[config.mk]
export PLATFORM = sky130hd
export DESIGN_NAME = clk_adc_cfg_sequencer
export DESIGN_NICKNAME = d
export VERILOG_FILES = /design/src/rtl/clk_adc_cfg_sequencer.sv
export SDC_FILE = /design/constraint.sdc
export NUM_CORES = 1
export LEC_CHECK = 0
export ABC_AREA = 0
export BUFFER_PORTS_ARGS = -buffer_cell sky130_fd_sc_hd__buf_2
export CELL_PAD_IN_SITES_DETAIL_PLACEMENT = 0
export CELL_PAD_IN_SITES_GLOBAL_PLACEMENT = 1
export CORE_MARGIN = 2
export CORE_UTILIZATION = 45
export CTS_CLUSTER_SIZE = 40
export DETAILED_ROUTE_END_ITERATION = 6
export GPL_ROUTABILITY_DRIVEN = 0
export PLACE_DENSITY = 0.86
export RECOVER_POWER = 50
export SYNTH_ARGS = -nofsm -noshare
export SYNTH_HDL_FRONTEND = slang
export SYNTH_SLANG_ARGS = --single-unit
[constraint.sdc]
create_clock -name clk -period 3.5 [get_ports clk]
set_clock_uncertainty 0.1 [all_clocks]
set_input_delay 0.35 -clock clk [delete_from_list [all_inputs] [get_ports clk]]
set_output_delay 0.35 -clock clk [all_outputs]
set_load 0.02 [all_outputs]
[src/rtl/clk_adc_cfg_sequencer.sv]
// clk_adc_cfg_sequencer
//   Power-up / recovery sequencer for board clocking. Releases the CDCE62005
//   SPI configurator, waits for its active-low finish flag, waits for a stable
//   PLL lock, then resets and configures the ADC before raising sys_ready.
//   Configuration and lock timeouts are retried up to MAX_RETRY times before
//   parking in ERROR. Loss of lock while READY re-runs the whole sequence.
//
// Ports
//   clk, rst_n       system clock, asynchronous active-low reset
//   start            start/restart request (rising edge used)
//   cdce_cfg_done_n  CDCE configurator finished (active low)
//   pll_lock         CDCE PLL lock, asynchronous (2-flop synchronised here)
//   adc_cfg_done     ADC configurator done (level)
//   cdce_en          CDCE configurator enable (0 holds it in reset)
//   adc_rst_n        ADC / ADC-configurator reset (active low)
//   adc_cfg_start    one-cycle pulse starting ADC configuration
//   sys_ready        clocks locked and ADC configured
//   cfg_error        retries exhausted (sticky until a start edge)
//   lock_lost        lock dropped while ready (sticky until a start edge)
//   retry_cnt        retries used in the current sequence
//   state_dbg        current state encoding
module clk_adc_cfg_sequencer #(
  parameter int unsigned RST_CYC      = 16,
  parameter int unsigned CFG_TIMEOUT  = 100000,
  parameter int unsigned LOCK_STABLE  = 1024,
  parameter int unsigned LOCK_TIMEOUT = 1000000,
  parameter int unsigned LOSS_CYC     = 8,
  parameter int unsigned MAX_RETRY    = 3
) (
  input  logic       clk,
  input  logic       rst_n,
  input  logic       start,
  input  logic       cdce_cfg_done_n,
  input  logic       pll_lock,
  input  logic       adc_cfg_done,
  output logic       cdce_en,
  output logic       adc_rst_n,
  output logic       adc_cfg_start,
  output logic       sys_ready,
  output logic       cfg_error,
  output logic       lock_lost,
  output logic [3:0] retry_cnt,
  output logic [2:0] state_dbg
);

  typedef enum logic [2:0] {
    IDLE      = 3'd0,
    CDCE_RST  = 3'd1,
    CDCE_CFG  = 3'd2,
    LOCK_WAIT = 3'd3,
    ADC_RST   = 3'd4,
    ADC_CFG   = 3'd5,
    READY     = 3'd6,
    ERROR     = 3'd7
  } state_t;

  localparam logic [31:0] RST_LAST    = 32'(RST_CYC - 1);
  localparam logic [31:0] CFG_LAST    = 32'(CFG_TIMEOUT - 1);
  localparam logic [31:0] LOCK_LAST   = 32'(LOCK_TIMEOUT - 1);
  localparam logic [31:0] STABLE_NEED = 32'(LOCK_STABLE);
  localparam logic [31:0] LOSS_NEED   = 32'(LOSS_CYC);
  localparam logic [3:0]  RETRY_MAX   = 4'(MAX_RETRY);

  state_t      state, state_n;
  logic [31:0] timer, timer_n;
  logic [31:0] stable_cnt, stable_n, stable_inc;
  logic [31:0] loss_cnt, loss_n, loss_inc;
  logic        start_q, lock_s1, lock_s2;
  logic        start_edge, fail, leave;
  logic [3:0]  retry_n;
  logic        lock_lost_n;
  logic        cdce_en_n, adc_rst_n_n, adc_cfg_start_n, sys_ready_n, cfg_error_n;

  assign start_edge = start & ~start_q;
  assign state_dbg  = state;

  always_comb begin
    state_n     = state;
    retry_n     = retry_cnt;
    lock_lost_n = lock_lost;
    fail        = 1'b0;
    stable_inc  = lock_s2 ? stable_cnt + 32'd1 : '0;
    loss_inc    = lock_s2 ? '0 : loss_cnt + 32'd1;

    unique case (state)
      IDLE, ERROR: ;
      CDCE_RST:  if (timer == RST_LAST) state_n = CDCE_CFG;
      CDCE_CFG:  if (!cdce_cfg_done_n)         state_n = LOCK_WAIT;
                 else if (timer == CFG_LAST)   fail    = 1'b1;
      LOCK_WAIT: if (stable_inc == STABLE_NEED) state_n = ADC_RST;
                 else if (timer == LOCK_LAST)   fail    = 1'b1;
      ADC_RST:   if (timer == RST_LAST) state_n = ADC_CFG;
      ADC_CFG:   if (adc_cfg_done)             state_n = READY;
                 else if (timer == CFG_LAST)   fail    = 1'b1;
      READY:     if (loss_inc == LOSS_NEED) begin
                   state_n     = CDCE_RST;
                   lock_lost_n = 1'b1;
                   retry_n     = '0;
                 end
    endcase

    if (fail) begin
      if (retry_cnt < RETRY_MAX) begin
        retry_n = retry_cnt + 4'd1;
        state_n = CDCE_RST;
      end else begin
        state_n = ERROR;
      end
    end

    if (start_edge) begin
      state_n     = CDCE_RST;
      retry_n     = '0;
      lock_lost_n = 1'b0;
    end

    // A restart from CDCE_RST keeps the same state but must still rewind the
    // timers, so "leave" covers both a state change and any start edge.
    leave    = start_edge || (state_n != state);
    timer_n  = leave ? '0 : timer + 32'd1;
    stable_n = leave ? '0 : stable_inc;
    loss_n   = leave ? '0 : loss_inc;

    // Outputs are registered from the next state so they line up with it.
    cdce_en_n       = state_n inside {CDCE_CFG, LOCK_WAIT, ADC_RST, ADC_CFG, READY};
    adc_rst_n_n     = state_n inside {ADC_CFG, READY};
    adc_cfg_start_n = (state == ADC_RST) && (state_n == ADC_CFG);
    sys_ready_n     = (state_n == READY);
    cfg_error_n     = (state_n == ERROR);
  end

  always_ff @(posedge clk or negedge rst_n) begin
    if (!rst_n) begin
      state         <= IDLE;
      timer         <= '0;
      stable_cnt    <= '0;
      loss_cnt      <= '0;
      start_q       <= 1'b0;
      lock_s1       <= 1'b0;
      lock_s2       <= 1'b0;
      cdce_en       <= 1'b0;
      adc_rst_n     <= 1'b0;
      adc_cfg_start <= 1'b0;
      sys_ready     <= 1'b0;
      cfg_error     <= 1'b0;
      lock_lost     <= 1'b0;
      retry_cnt     <= '0;
    end else begin
      state         <= state_n;
      timer         <= timer_n;
      stable_cnt    <= stable_n;
      loss_cnt      <= loss_n;
      start_q       <= start;
      lock_s1       <= pll_lock;
      lock_s2       <= lock_s1;
      cdce_en       <= cdce_en_n;
      adc_rst_n     <= adc_rst_n_n;
      adc_cfg_start <= adc_cfg_start_n;
      sys_ready     <= sys_ready_n;
      cfg_error     <= cfg_error_n;
      lock_lost     <= lock_lost_n;
      retry_cnt     <= retry_n;
    end
  end

endmodule

==> results.yml <==
status:
  status: "complete, but fails checks"
  violations: "max-capacitance violations, max-slew violations, negative setup slack"
critical_path:
  reg2reg_slack_ns: -0.45
  r2r_start: "stable_cnt[0]$_DFF_PN0_"
  crit_chain: "ha_4, nand4_1, or4_4, buf_6, o21ai_4, o211ai_1, o41ai_2, nand4b_1, a21o_1, o21bai_4, mux2_4, clkbuf_16, nor4_2"
  cp_num_buf_inv: 2
  crit_path_end: "loss_cnt[6]$_DFF_PN0_"
  critical_path_class: "register to register"
  worstPathMaxFanout: 8
  crit_family: "simple AND/OR/NAND/NOR gates"
  cp-start-kind: "register"
  cp.required_ns: 3.66
  crit_path_start: "stable_cnt[0]$_DFF_PN0_"
  cpPeakStageDelay_ns: 0.51
  cp.depth: 13
  critPathCaptureType: "register"
  cp.arrival_ns: 4.10
  cp_slowest_cell: "or4_4"
  r2r_cells: 13
  r2r_end: "loss_cnt[6]$_DFF_PN0_"
place:
  post-dp-hpwl_microns: 12200
  portBuffers: 18
  dp_cells: 1026
floorplanning:
  die_h_microns: 129
  die_x_microns: 129
  ioPinCount: 19
  num_rows: 45
  fp.coreArea_sq_um: 15200
  start_util: 0.459
  die_area_sq_um: 16500
synthesis:
  ys.flop_type: "dfrtp_1"
  synth_largest_area_cell: "dfrtp_1"
  synth_fp_nets: 768
  synth.top_cell.area_share: 0.402
  synth_warnings: 0
  synth_cells: 758
  synth_area_sq_um: 6980
  synth_seq_cells: 112
  synthTopCellsByArea: "dfrtp_1 40%, xnor2_1 6.3%, nor4_1 5.8%, xor2_1 5.6%, nand2_1 3.4%"
  async_reset_ff_frac: 1.00
  yosysSeqAreaShare: 0.402
  synth_edf_count: 0
  ys_types: 72
  syn_area_per_cell_sq_um: 9.20
worst_hold_path:
  min_path_type: "register to register"
pwr:
  switchingPower_uw: 1030
  powerDensity_nw_per_um2: 342
  p_int_uw: 2260
  sw_frac_of_total: 0.313
  seqPwrFrac: 0.416
  p_leak_uw: 0.00382
  clockPowerShare: 0.317
  comb_power_share: 0.267
  ir_worst_vdd_uv: 286
sta:
  tightest_slew_ns: 1.81
  slew_viol_final: 70
  final.period_utilization: 1.13
  tns_ns: -34.69
  rsz0062_at_grt: "yes"
  period_minus_slack_ns: 3.95
  slew_headroom: -0.204
  fin_ws_ns: -0.446
  setup_violations: 103
  finalHoldViolations: 0
  whs_ns: 0.249
  max_freq_mhz: 253
grt:
  grt_max_degree: 71
  grt_util_all_layers: 0.229
  grt_pass1_wl_microns: 30700
  grt_overflow: 0
  grt_pass1_vias: 6377
  antenna_found_initial: 0
finish:
  fillers: 1136
  n_antenna_cell: 0
  fin_cells: 1078
  layout.nets: 895
  areaGrowthSynthToFinish_pct: 38.1
  drive_above_1_share: 0.353
  utilization: 0.634
routing:
  drt_iter0_drc: 536
  drt_pass1_iterations: 6
  via_per_inst: 6.10
  ant_nets: 0
  routed_wl_microns: 20300
  post_drt_wl_per_cell_microns: 18.8
  remaining_drc_errors: 0
  vias: 6572
clock_network:
  root_buffer: "clkbuf_16"
  clock_latency_ns: 0.36
  h-tree-depth: 3
  cts_tree: "done"
  cts_buffers: 9
  cts_buffer_depth: 2
  clkSinkCount: 112
  path_clk_slew_ns: 0.07
job:
  cap_violations: 1
worst register-to-register path, delay by kind of cell, from the launching register on:
family,cells,cell delay [ns]
adders and majority gates,1,0.17
DFF,1,0.39
muxes,1,0.41
buffers and inverters,2,0.37
and+or+nand+nor,4,1.20
AOI/OAI and AO/OA,5,1.19
power by group through the flow:
stage                     Combinational (uW)  Clock [uW]  Sequential [uW]
after floorplan                          334           0             1390
after global placement                   512           0             1390
after detailed placement                 528           0             1390
after CTS                                664        1070             1370
after global routing                     932        1110             1380
final                                    880        1040             1370
cell usage in the layout, fill, tap and decap left out, types with 4 or more instances in the layout:
master	Yosys	final
clkbuf_1	33	4
o31a_1	7	7
dfrtp_1	112	112
inv_1	14	14
mux2i_1	6	5
nor3_4	0	5
buf_2	19	16
and2_1	6	6
buf_12	0	8
or3_1	11	10
nor3_2	20	19
or4_1	7	4
nand4_1	26	26
nand2b_1	4	4
clkbuf_16	0	16
buf_6	4	11
nor2_1	56	52
xnor2_1	50	50
nand2_1	63	62
o21ai_0	13	13
and4_1	12	12
nor4_4	0	23
a211oi_1	7	5
nor4_2	7	28
nor4_1	65	21
buf_4	1	125
nand3_1	45	43
a21oi_1	9	7
and3_1	20	19
nor3_1	20	16
xor2_1	45	44
or2_2	5	4
cell type report:
cell class	instances	area, sq um	share of cell area
sequential	112	2800	0.291
multi-input combinational	573	4680	0.485
tap	188	235	0.0244
clock buffer	12	236	0.0245
inverter	15	56.3	0.00584
clock inverter	4	53.8	0.00558
timing repair buffer	174	1580	0.164
layer usage:
layer  global-route usage  routed length [microns]  vias to the layer above
met5                    0                        0                        -
met3               0.0432                      919                       66
met2                0.386                    10200                      225
met4               0.0959                      788                        0
li1                     -                        -                     3039
met1                0.290                     8360                     3242
worst min path at each step:
stage,startpoint,end,slack [ns],depth (start not counted)
after floorplan,rst_n,adc_cfg_start$_DFF_PN0_,-0.05,0
after global placement,lock_s1$_DFF_PN0_,lock_s2$_DFF_PN0_,0.24,0
after detailed placement,lock_s1$_DFF_PN0_,lock_s2$_DFF_PN0_,0.24,0
after CTS,rst_n,loss_cnt[7]$_DFF_PN0_,0.06,1
after global routing,lock_s1$_DFF_PN0_,lock_s2$_DFF_PN0_,0.25,0
final,lock_s1$_DFF_PN0_,lock_s2$_DFF_PN0_,0.25,0
per-stage QoR:
| stage | total power [uW] | instance area [sq um] | setup slack (ns) |
|---|---|---|---|
| floorplan | 1720 | 7040 | -0.101 |
| global route | 3420 | 9640 | -0.594 |
| CTS | 3100 | 8810 | -0.208 |
| finish | 3300 | 9640 | -0.446 |
| global placement | 1900 | 8070 | -0.120 |
| detailed placement | 1920 | 8070 | -0.416 |
state kept, by name, summed over array words and instances (netlist names), 3 cells and up:
signal,count
loss_cnt,32
stable_cnt,32
timer,32
retry_cnt,4
state_dbg,3
what timing repair did:
item,CTS,global route
cloned,2,9
hold buffers,2,0
hold endpoints to repair,2,0
buffers inserted,8,16
pin swaps,9,41
resized for setup,53,89
setup endpoints to repair,101,103
synthesized netlist by cell type (13+ instances only):
master,count
dfrtp_1,112
nor4_1,65
nand2_1,63
nor2_1,56
xnor2_1,50
nand3_1,45
xor2_1,45
clkbuf_1,33
nand4_1,26
and3_1,20
nor3_1,20
nor3_2,20
buf_2,19
inv_1,14
o21ai_0,13
logic make-up after synthesis:
| family | Yosys count | share of synthesized area |
|---|---|---|
| XOR/XNOR | 95 | 0.119 |
| adder cells (fa/ha/maj) | 4 | 0.00717 |
| multiplexers | 8 | 0.0124 |
| buffers and inverters | 74 | 0.0482 |
| AO/OA/AOI/OAI | 75 | 0.0845 |
| flip-flops | 112 | 0.402 |
| AND/OR/NAND/NOR | 390 | 0.327 |
Power figures use the tool's default switching activity.
